--- src/rtl/seq_multiplier.sv ---
// Sequential 32x32 shift-and-add multiplier: 32 RUN cycles per product, one-cycle Done pulse.
// Define SEQ_MULTIPLIER_SIGNED_EN to add the Signed input (sign-magnitude signed multiply).
module seq_multiplier (
    input  logic        CLK,
    input  logic        Reset,
    input  logic        Start,
`ifdef SEQ_MULTIPLIER_SIGNED_EN
    input  logic        Signed,
`endif
    input  logic [31:0] A,
    input  logic [31:0] B,
    output logic        Busy,
    output logic        Done,
    output logic [31:0] High,
    output logic [31:0] Low
);

    typedef enum logic [1:0] {
        S_IDLE = 2'd0,
        S_RUN  = 2'd1,
        S_DONE = 2'd2
    } state_t;

    state_t      r_state;
    logic [31:0] r_mcand;
    logic [64:0] r_prod;
    logic [4:0]  r_cnt;
    logic        r_neg;
    logic [31:0] r_high;
    logic [31:0] r_low;

    logic [31:0] w_a_mag;
    logic [31:0] w_b_mag;
    logic        w_neg_req;
    logic [32:0] w_add;
    logic [64:0] w_acc;
    logic [64:0] w_shift;
    logic [63:0] w_result;

    // Operand conditioning: signed mode multiplies magnitudes and fixes the sign at the end
    always_comb begin
`ifdef SEQ_MULTIPLIER_SIGNED_EN
        w_a_mag   = (Signed && A[31]) ? (~A + 32'd1) : A;
        w_b_mag   = (Signed && B[31]) ? (~B + 32'd1) : B;
        w_neg_req = Signed & (A[31] ^ B[31]);
`else
        w_a_mag   = A;
        w_b_mag   = B;
        w_neg_req = 1'b0;
`endif
    end

    // One shift-and-add iteration plus the final sign correction of the completed product
    always_comb begin
        w_add    = r_prod[64:32] + {1'b0, r_mcand};
        w_acc    = r_prod[0] ? {w_add, r_prod[31:0]} : r_prod;
        w_shift  = {1'b0, w_acc[64:1]};
        w_result = r_neg ? (~w_shift[63:0] + 64'd1) : w_shift[63:0];
    end

    // Control FSM and datapath registers; High/Low only change when a product completes
    always_ff @(posedge CLK or negedge Reset) begin
        if (!Reset) begin
            r_state <= S_IDLE;
            r_mcand <= 32'd0;
            r_prod  <= 65'd0;
            r_cnt   <= 5'd0;
            r_neg   <= 1'b0;
            r_high  <= 32'd0;
            r_low   <= 32'd0;
        end else begin
            case (r_state)
                S_IDLE, S_DONE: begin
                    if (Start) begin
                        r_mcand <= w_a_mag;
                        r_prod  <= {33'd0, w_b_mag};
                        r_cnt   <= 5'd0;
                        r_neg   <= w_neg_req;
                        r_state <= S_RUN;
                    end else begin
                        r_state <= S_IDLE;
                    end
                end
                S_RUN: begin
                    r_prod <= w_shift;
                    r_cnt  <= r_cnt + 5'd1;
                    if (r_cnt == 5'd31) begin
                        r_high  <= w_result[63:32];
                        r_low   <= w_result[31:0];
                        r_state <= S_DONE;
                    end else begin
                        r_state <= S_RUN;
                    end
                end
                default: begin
                    r_state <= S_IDLE;
                end
            endcase
        end
    end

    assign Busy = (r_state == S_RUN);
    assign Done = (r_state == S_DONE);
    assign High = r_high;
    assign Low  = r_low;

endmodule

--- config.mk ---
export PLATFORM = sky130hd
export DESIGN_NAME = seq_multiplier
export DESIGN_NICKNAME = d
export VERILOG_FILES = /design/src/rtl/seq_multiplier.sv
export SDC_FILE = /design/constraint.sdc
export NUM_CORES = 1
export LEC_CHECK = 0
export CAP_MARGIN = 20
export CORE_UTILIZATION = 43
export DETAILED_ROUTE_END_ITERATION = 16
export GPL_TIMING_DRIVEN = 0
export PLACE_DENSITY_LB_ADDON = 0.3
export SYNTH_ARGS = -nofsm -noshare
export SYNTH_HDL_FRONTEND = slang
export SYNTH_SLANG_ARGS = --single-unit
--- constraint.sdc ---
create_clock -name CLK -period 3.6 [get_ports CLK]
set_input_delay 0.72 -clock CLK [delete_from_list [all_inputs] [get_ports CLK]]
set_output_delay 0.72 -clock CLK [all_outputs]
set_load 0.01 [all_outputs]
# Word level (Yosys, flattened, before mapping)
# Cells that the tools add are included.
dict set report classes {
  n_mux 8
  n_reduce_logical 6
  n_eq_ne 4
  n_addsub 2
}
# op count
set ops {}
lappend ops {{$mux W65} 2}
lappend ops {{$pmux W65 S2} 1}
lappend ops {{$add A33 B32 Y33} 1}
lappend ops {{$pmux W5 S2} 1}
lappend ops {{$reduce_and A2 Y1} 3}
lappend ops {{$add A5 B1 Y5 const B} 1}
lappend ops {{$eq A5 B5 Y1 const B} 1}
lappend ops {{$mux W5} 1}
lappend ops {{$pmux W2 S2} 1}
lappend ops {{$eq A2 B1 Y1 const B} 1}
lappend ops {{$eq A2 B2 Y1 const B} 1}
lappend ops {{$logic_not A2 Y1} 1}
lappend ops {{$mux W2} 1}
lappend ops {{$ne A2 B2 Y1 const B} 1}
lappend ops {{$reduce_bool A2 Y1} 1}
lappend ops {{$reduce_or A2 Y1} 1}
lappend ops {{$mux W1} 1}
dict set report word_totals {
  output_inout_bits 66
  input_bits 67
  ff_bits 168
  word_cells 26
}

# Depth between registers and ports, before layout
dict set report depth {
  depth_word 4
  depth_mapped 11
  depth_no_buf 11
}

# Worst setup path after synthesis
# Ideal clock, no wire load.
dict set report synth_timing {
  path_kind {register to register}
  start {register r_mcand[0]}
  end {register r_prod[63]}
  synth_period_minus_slack_ps 2417
  slack_ps 1183
  setup_time_ps 136
  arrival_ps 2280
  path_stages_with_launch 12
  n_path_buf 0
  t_required_ps 3464
  cell_sequence {dfrtp_1 > ha_1 > fa_1 > a21o_1 > nand4_1 > nand3_1 > a31oi_1 > a211oi_1 > o22ai_1 > o21ai_0 > a41oi_1 > o21ai_0}
}
dict set report synth_via {
  elab_chain_len 3
}
# element line_no
set synth_lines {}
lappend synth_lines {{start, declared} 25} ;# logic [31:0] r_mcand;
lappend synth_lines {{start signal, assigned} 75} ;# r_mcand <= w_a_mag;
lappend synth_lines {{$add A33 B32 Y33} 55} ;# w_add = r_prod[64:32] + {1'b0, r_mcand};
lappend synth_lines {{$mux W65} 56} ;# w_acc = r_prod[0] ? {w_add, r_prod[31:0]} : r_prod;
lappend synth_lines {{$pmux W65 S2} 72} ;# case (r_state)
lappend synth_lines {{end signal, assigned} 76} ;# r_prod <= {33'd0, w_b_mag};
lappend synth_lines {{end signal, assigned} 85} ;# r_prod <= w_shift;
lappend synth_lines {{end, declared} 26} ;# logic [64:0] r_prod;
# No other way between the ends.
# A chain may end at the register's enable or synchronous reset.

# Worst setup path after layout
dict set report layout_timing {
  start {register r_mcand[0]}
  end {register r_high[31] (netlist: High[31])}
}
dict set report layout_via {
  elab_chain_len 2
}
# element line_no
set layout_lines {}
lappend layout_lines {{$add A33 B32 Y33} 55}
lappend layout_lines {{$mux W65} 56}
lappend layout_lines {{end signal, assigned} 88} ;# r_high <= w_result[63:32];
lappend layout_lines {{end, declared} 29} ;# logic [31:0] r_high;
# No other way between the ends.

==> impl_results.md <==
* Status: completed
* Worst Path Max Fanout at 4
* Top cells by area, synth: dfrtp_1, nand2_1, ha_1
* Root buf cell: clkbuf_16
* Clock share of power at 17.6%
* Final Util at 56.2%
* Area of the multi-input gates at 3860 um^2
* CTS Sinks at around 170
* Core box area at around 19000 um^2
* Most frequent cells in the layout: nand2_1, dfrtp_1, clkdlybuf4s50_1, o21ai_0, clkbuf_1
* Tcrit/Tclk final at around nine tenths
* Cell Rows at 50
* Die X at between 100 and 150 um
* Number of flops mapped to enable cells by yosys at 0
* WL/cell at around 16 um
* Total die area at just under 20000 um^2
* Register area at 4180 um^2
* Cts repair resizes at 0
* Post-DRT Antenna Nets at 0
* Total CTS buffers at 17
* # DRC at 0
* First-pass GRT wire length at 35.6 mm
* Crit path time final at around 3.2 ns
* Postcts setup bufs at 0
* Comb power frac at between 50% and 60%
* Mapped Cells at 928
* Metal2 WL at 9.92 mm
* Maximum clock path buffer count at 2
* Tot GR Track Use at a little under a quarter
* Arrival @ worst endpoint at roughly 3.5 ns
* Reg clk slew, reported paths at 0.07 ns
* Syn avg cell area at between 8 and 9 um^2
* Remaining global-route overflow at 0
* Hold Crit Class: input pin to asynchronous set/reset pin
* Die Span Y at 141 um
* Worst Clk Skew at about 0.015 ns
* Number of vias per cell at ~5.4
* Crit-path most repeated cell: o21ai_0
* Max incr delay on CP at 0.48 ns
* Commonest register cell after synthesis: dfrtp_1
* Critical Path RT at 3.89 ns
* Slew Limit Fails at 0
* Slowest CP cell: a41oi_1
* Power per cell area at roughly 1000 nW/um^2
* Total Negative Setup Slacks at 0 ns
* Largest area contributor in the netlist: dfrtp_1
* Share of cells above drive strength 1 at around 4%
* Vias in the first global route at 7058
* Synth Register Bits at 167
* # nets final at about 1200
* Clock latency on the worst-skew pair at between 0.4 and 0.5 ns
* Sw power at between 4000 and 5000 uW
* Initial antenna violation count at 0
* Diodes inserted at 0
* Max_cap viols at 0
* Leak Pwr at roughly 0.005 uW
* Relative slew margins at 37.8%
* Setup slack, reg-to-reg at 0.39 ns
* VDD IR max at 0.469 mV
* Pre-antenna DRT Iters at 6
* H-tree lvl count at 4
* Pin count of the biggest net entering global routing at around 110
* Final setup vio count at 0
* Max Clk Rate at ~0.31 GHz
* Post-CTS Hold Buffers at 0
* Ys Warns at 0
* Startpoint Class: flip-flop
* IO Pins at about 130
* WL met1 at between 9 and 10 mm
* Critical path type: flip-flop to flip-flop
* Crit. End Element: flip-flop
* Yosys top cell area share at around half
* Layout Area Growth over Synthesis at 27.4%
* P_int at roughly 6200 uW
* Routed wl met3 at around 1.2 mm
* Register share of total power at between 30% and 40%
* Synth cell types at 58
* Net Sw Frac at a little over two fifths
* Top Layer Used: met4
* Fillers at between 1500 and 2000
* DP HPWL at roughly 15 mm
* Worst-Margin Slew at 0.933 ns
* Starting Density at 44.1%
* Iter 0 DRT Violations at roughly 520
* Critical path cell sequence: ha_1, fa_1, a21o_1, nand4_1, nand3_1, a31oi_1, a211oi_1, o22ai_1, o21ai_0, a41oi_1, o21ai_0
* Final Hold Viols at 0
* Register area share after synthesis at between 50% and 60%
* Vias at between 7000 and 8000
* Routability Congestion at between 0.8 and 0.9
* RSZ-0062 raised after global routing: no
* Synthesized cell area at between 8000 and 9000 um^2
* TritonCTS clock tree: yes
* I/O Buffers at 132
* Final WL at 21.6 mm
* Async set-reset flop share out of synthesis at 100%
* Syn nets at about 1000
* Most common cell after layout, fill and taps aside: nand2_1
==> worst paths after layout <==
kind / from / cells past startpoint / to
worst max-delay path: r_mcand[0]$_DFFE_PN0P_ / 11 / High[31]$_DFFE_PN0P_
worst min-delay path: Reset / 1 / r_mcand[16]$_DFFE_PN0P_
worst max register to register: r_mcand[0]$_DFFE_PN0P_ / 11 / High[31]$_DFFE_PN0P_
worst min register to register: Low[28]$_DFFE_PN0P_ / 2 / Low[28]$_DFFE_PN0P_
max in group asynchronous: Reset / 2 / r_prod[60]$_DFFE_PN0P_
min in group CLK: Low[28]$_DFFE_PN0P_ / 2 / Low[28]$_DFFE_PN0P_
==> state kept, by name (all words and copies together), names as in the netlist <==
signal   flops
r_cnt        5
r_prod      64
r_mcand     32
r_state      2
High        32
Low         32
==> Yosys cell counts (all sizes together) (3+ instances only) <==
| cell type | count |
|---|---|
| xor2 | 7 |
| o31ai | 4 |
| buf | 7 |
| nor2b | 7 |
| a21oi | 42 |
| nor2 | 25 |
| inv | 11 |
| nand3 | 15 |
| o21bai | 3 |
| a31oi | 4 |
| o41ai | 3 |
| dfrtp | 167 |
| nand2 | 327 |
| clkbuf | 44 |
| nor3 | 7 |
| xnor2 | 21 |
| a311oi | 3 |
| o21ai | 81 |
| nand4 | 5 |
| and3 | 8 |
| a22oi | 31 |
| a21boi | 4 |
| a22o | 3 |
| mux2i | 21 |
| ha | 34 |
| a21o | 13 |
==> cell families (layout without fill, tap and decap cells) <==
logic type,after synthesis,count (layout),share of synthesized area [%]
buffers and inverters,64,229,2.92
xor gates and xnor gates,28,28,2.96
adders and majority gates,35,35,5.38
DFF,167,167,50.5
muxes,22,22,2.68
AOI/OAI and AO/OA,206,206,15.7
and+or+nand+nor,406,406,19.9
==> per-layer routing <==
layer  GRT usage (%)  vias to the layer above
li1                -                     3472
met1            31.4                     3433
met2            35.9                      222
met3            4.31                       41
met4            9.10                        0
met5               0                        -
==> final cells by class <==
class / count / share of cell area [%]
Inverter: 13 / 0.463
Timing Repair Buffer: 133 / 12.8
Clock inverter: 15 / 1.89
Clock buffer: 17 / 4.03
Buffer: 51 / 1.83
Tap cell: 234 / 2.78
Multi-Input combinational cell: 697 / 36.6
Sequential cell: 167 / 39.6
==> worst max-delay path: cells and delay by family (launching register included) <==
kind / cells / cell delay [ns]
adder cells (fa/ha/maj): 2 / 0.65
AND/OR/NAND/NOR: 2 / 0.25
flip-flops: 1 / 0.39
AO/OA/AOI/OAI: 7 / 1.78
==> through the flow <==
stage	instances	total power, uW	hold slack [ns]	setup WS [ns]	cell area, um^2
3_5_place_dp	1295	8920	0.462	0.515	9920
6_report	1327	10900	0.206	0.388	10500
4_1_cts	1327	10900	0.226	0.481	10500
2_1_floorplan	928	7060	0.424	1.18	8280
5_1_grt	1327	11700	0.251	0.280	10500
3_3_place_gp	1294	8760	0.459	-5.16	9890
==> power by group through the flow <==
stage | registers, uW | clock network, uW | logic (uW)
2_1_floorplan | 3410 | 0 | 3660
3_3_place_gp | 3410 | 0 | 5350
3_5_place_dp | 3420 | 0 | 5490
4_1_cts | 3410 | 1940 | 5520
5_1_grt | 3520 | 2020 | 6180
6_report | 3410 | 1910 | 5530
Note: power is estimated with default switching activity, not from simulation.
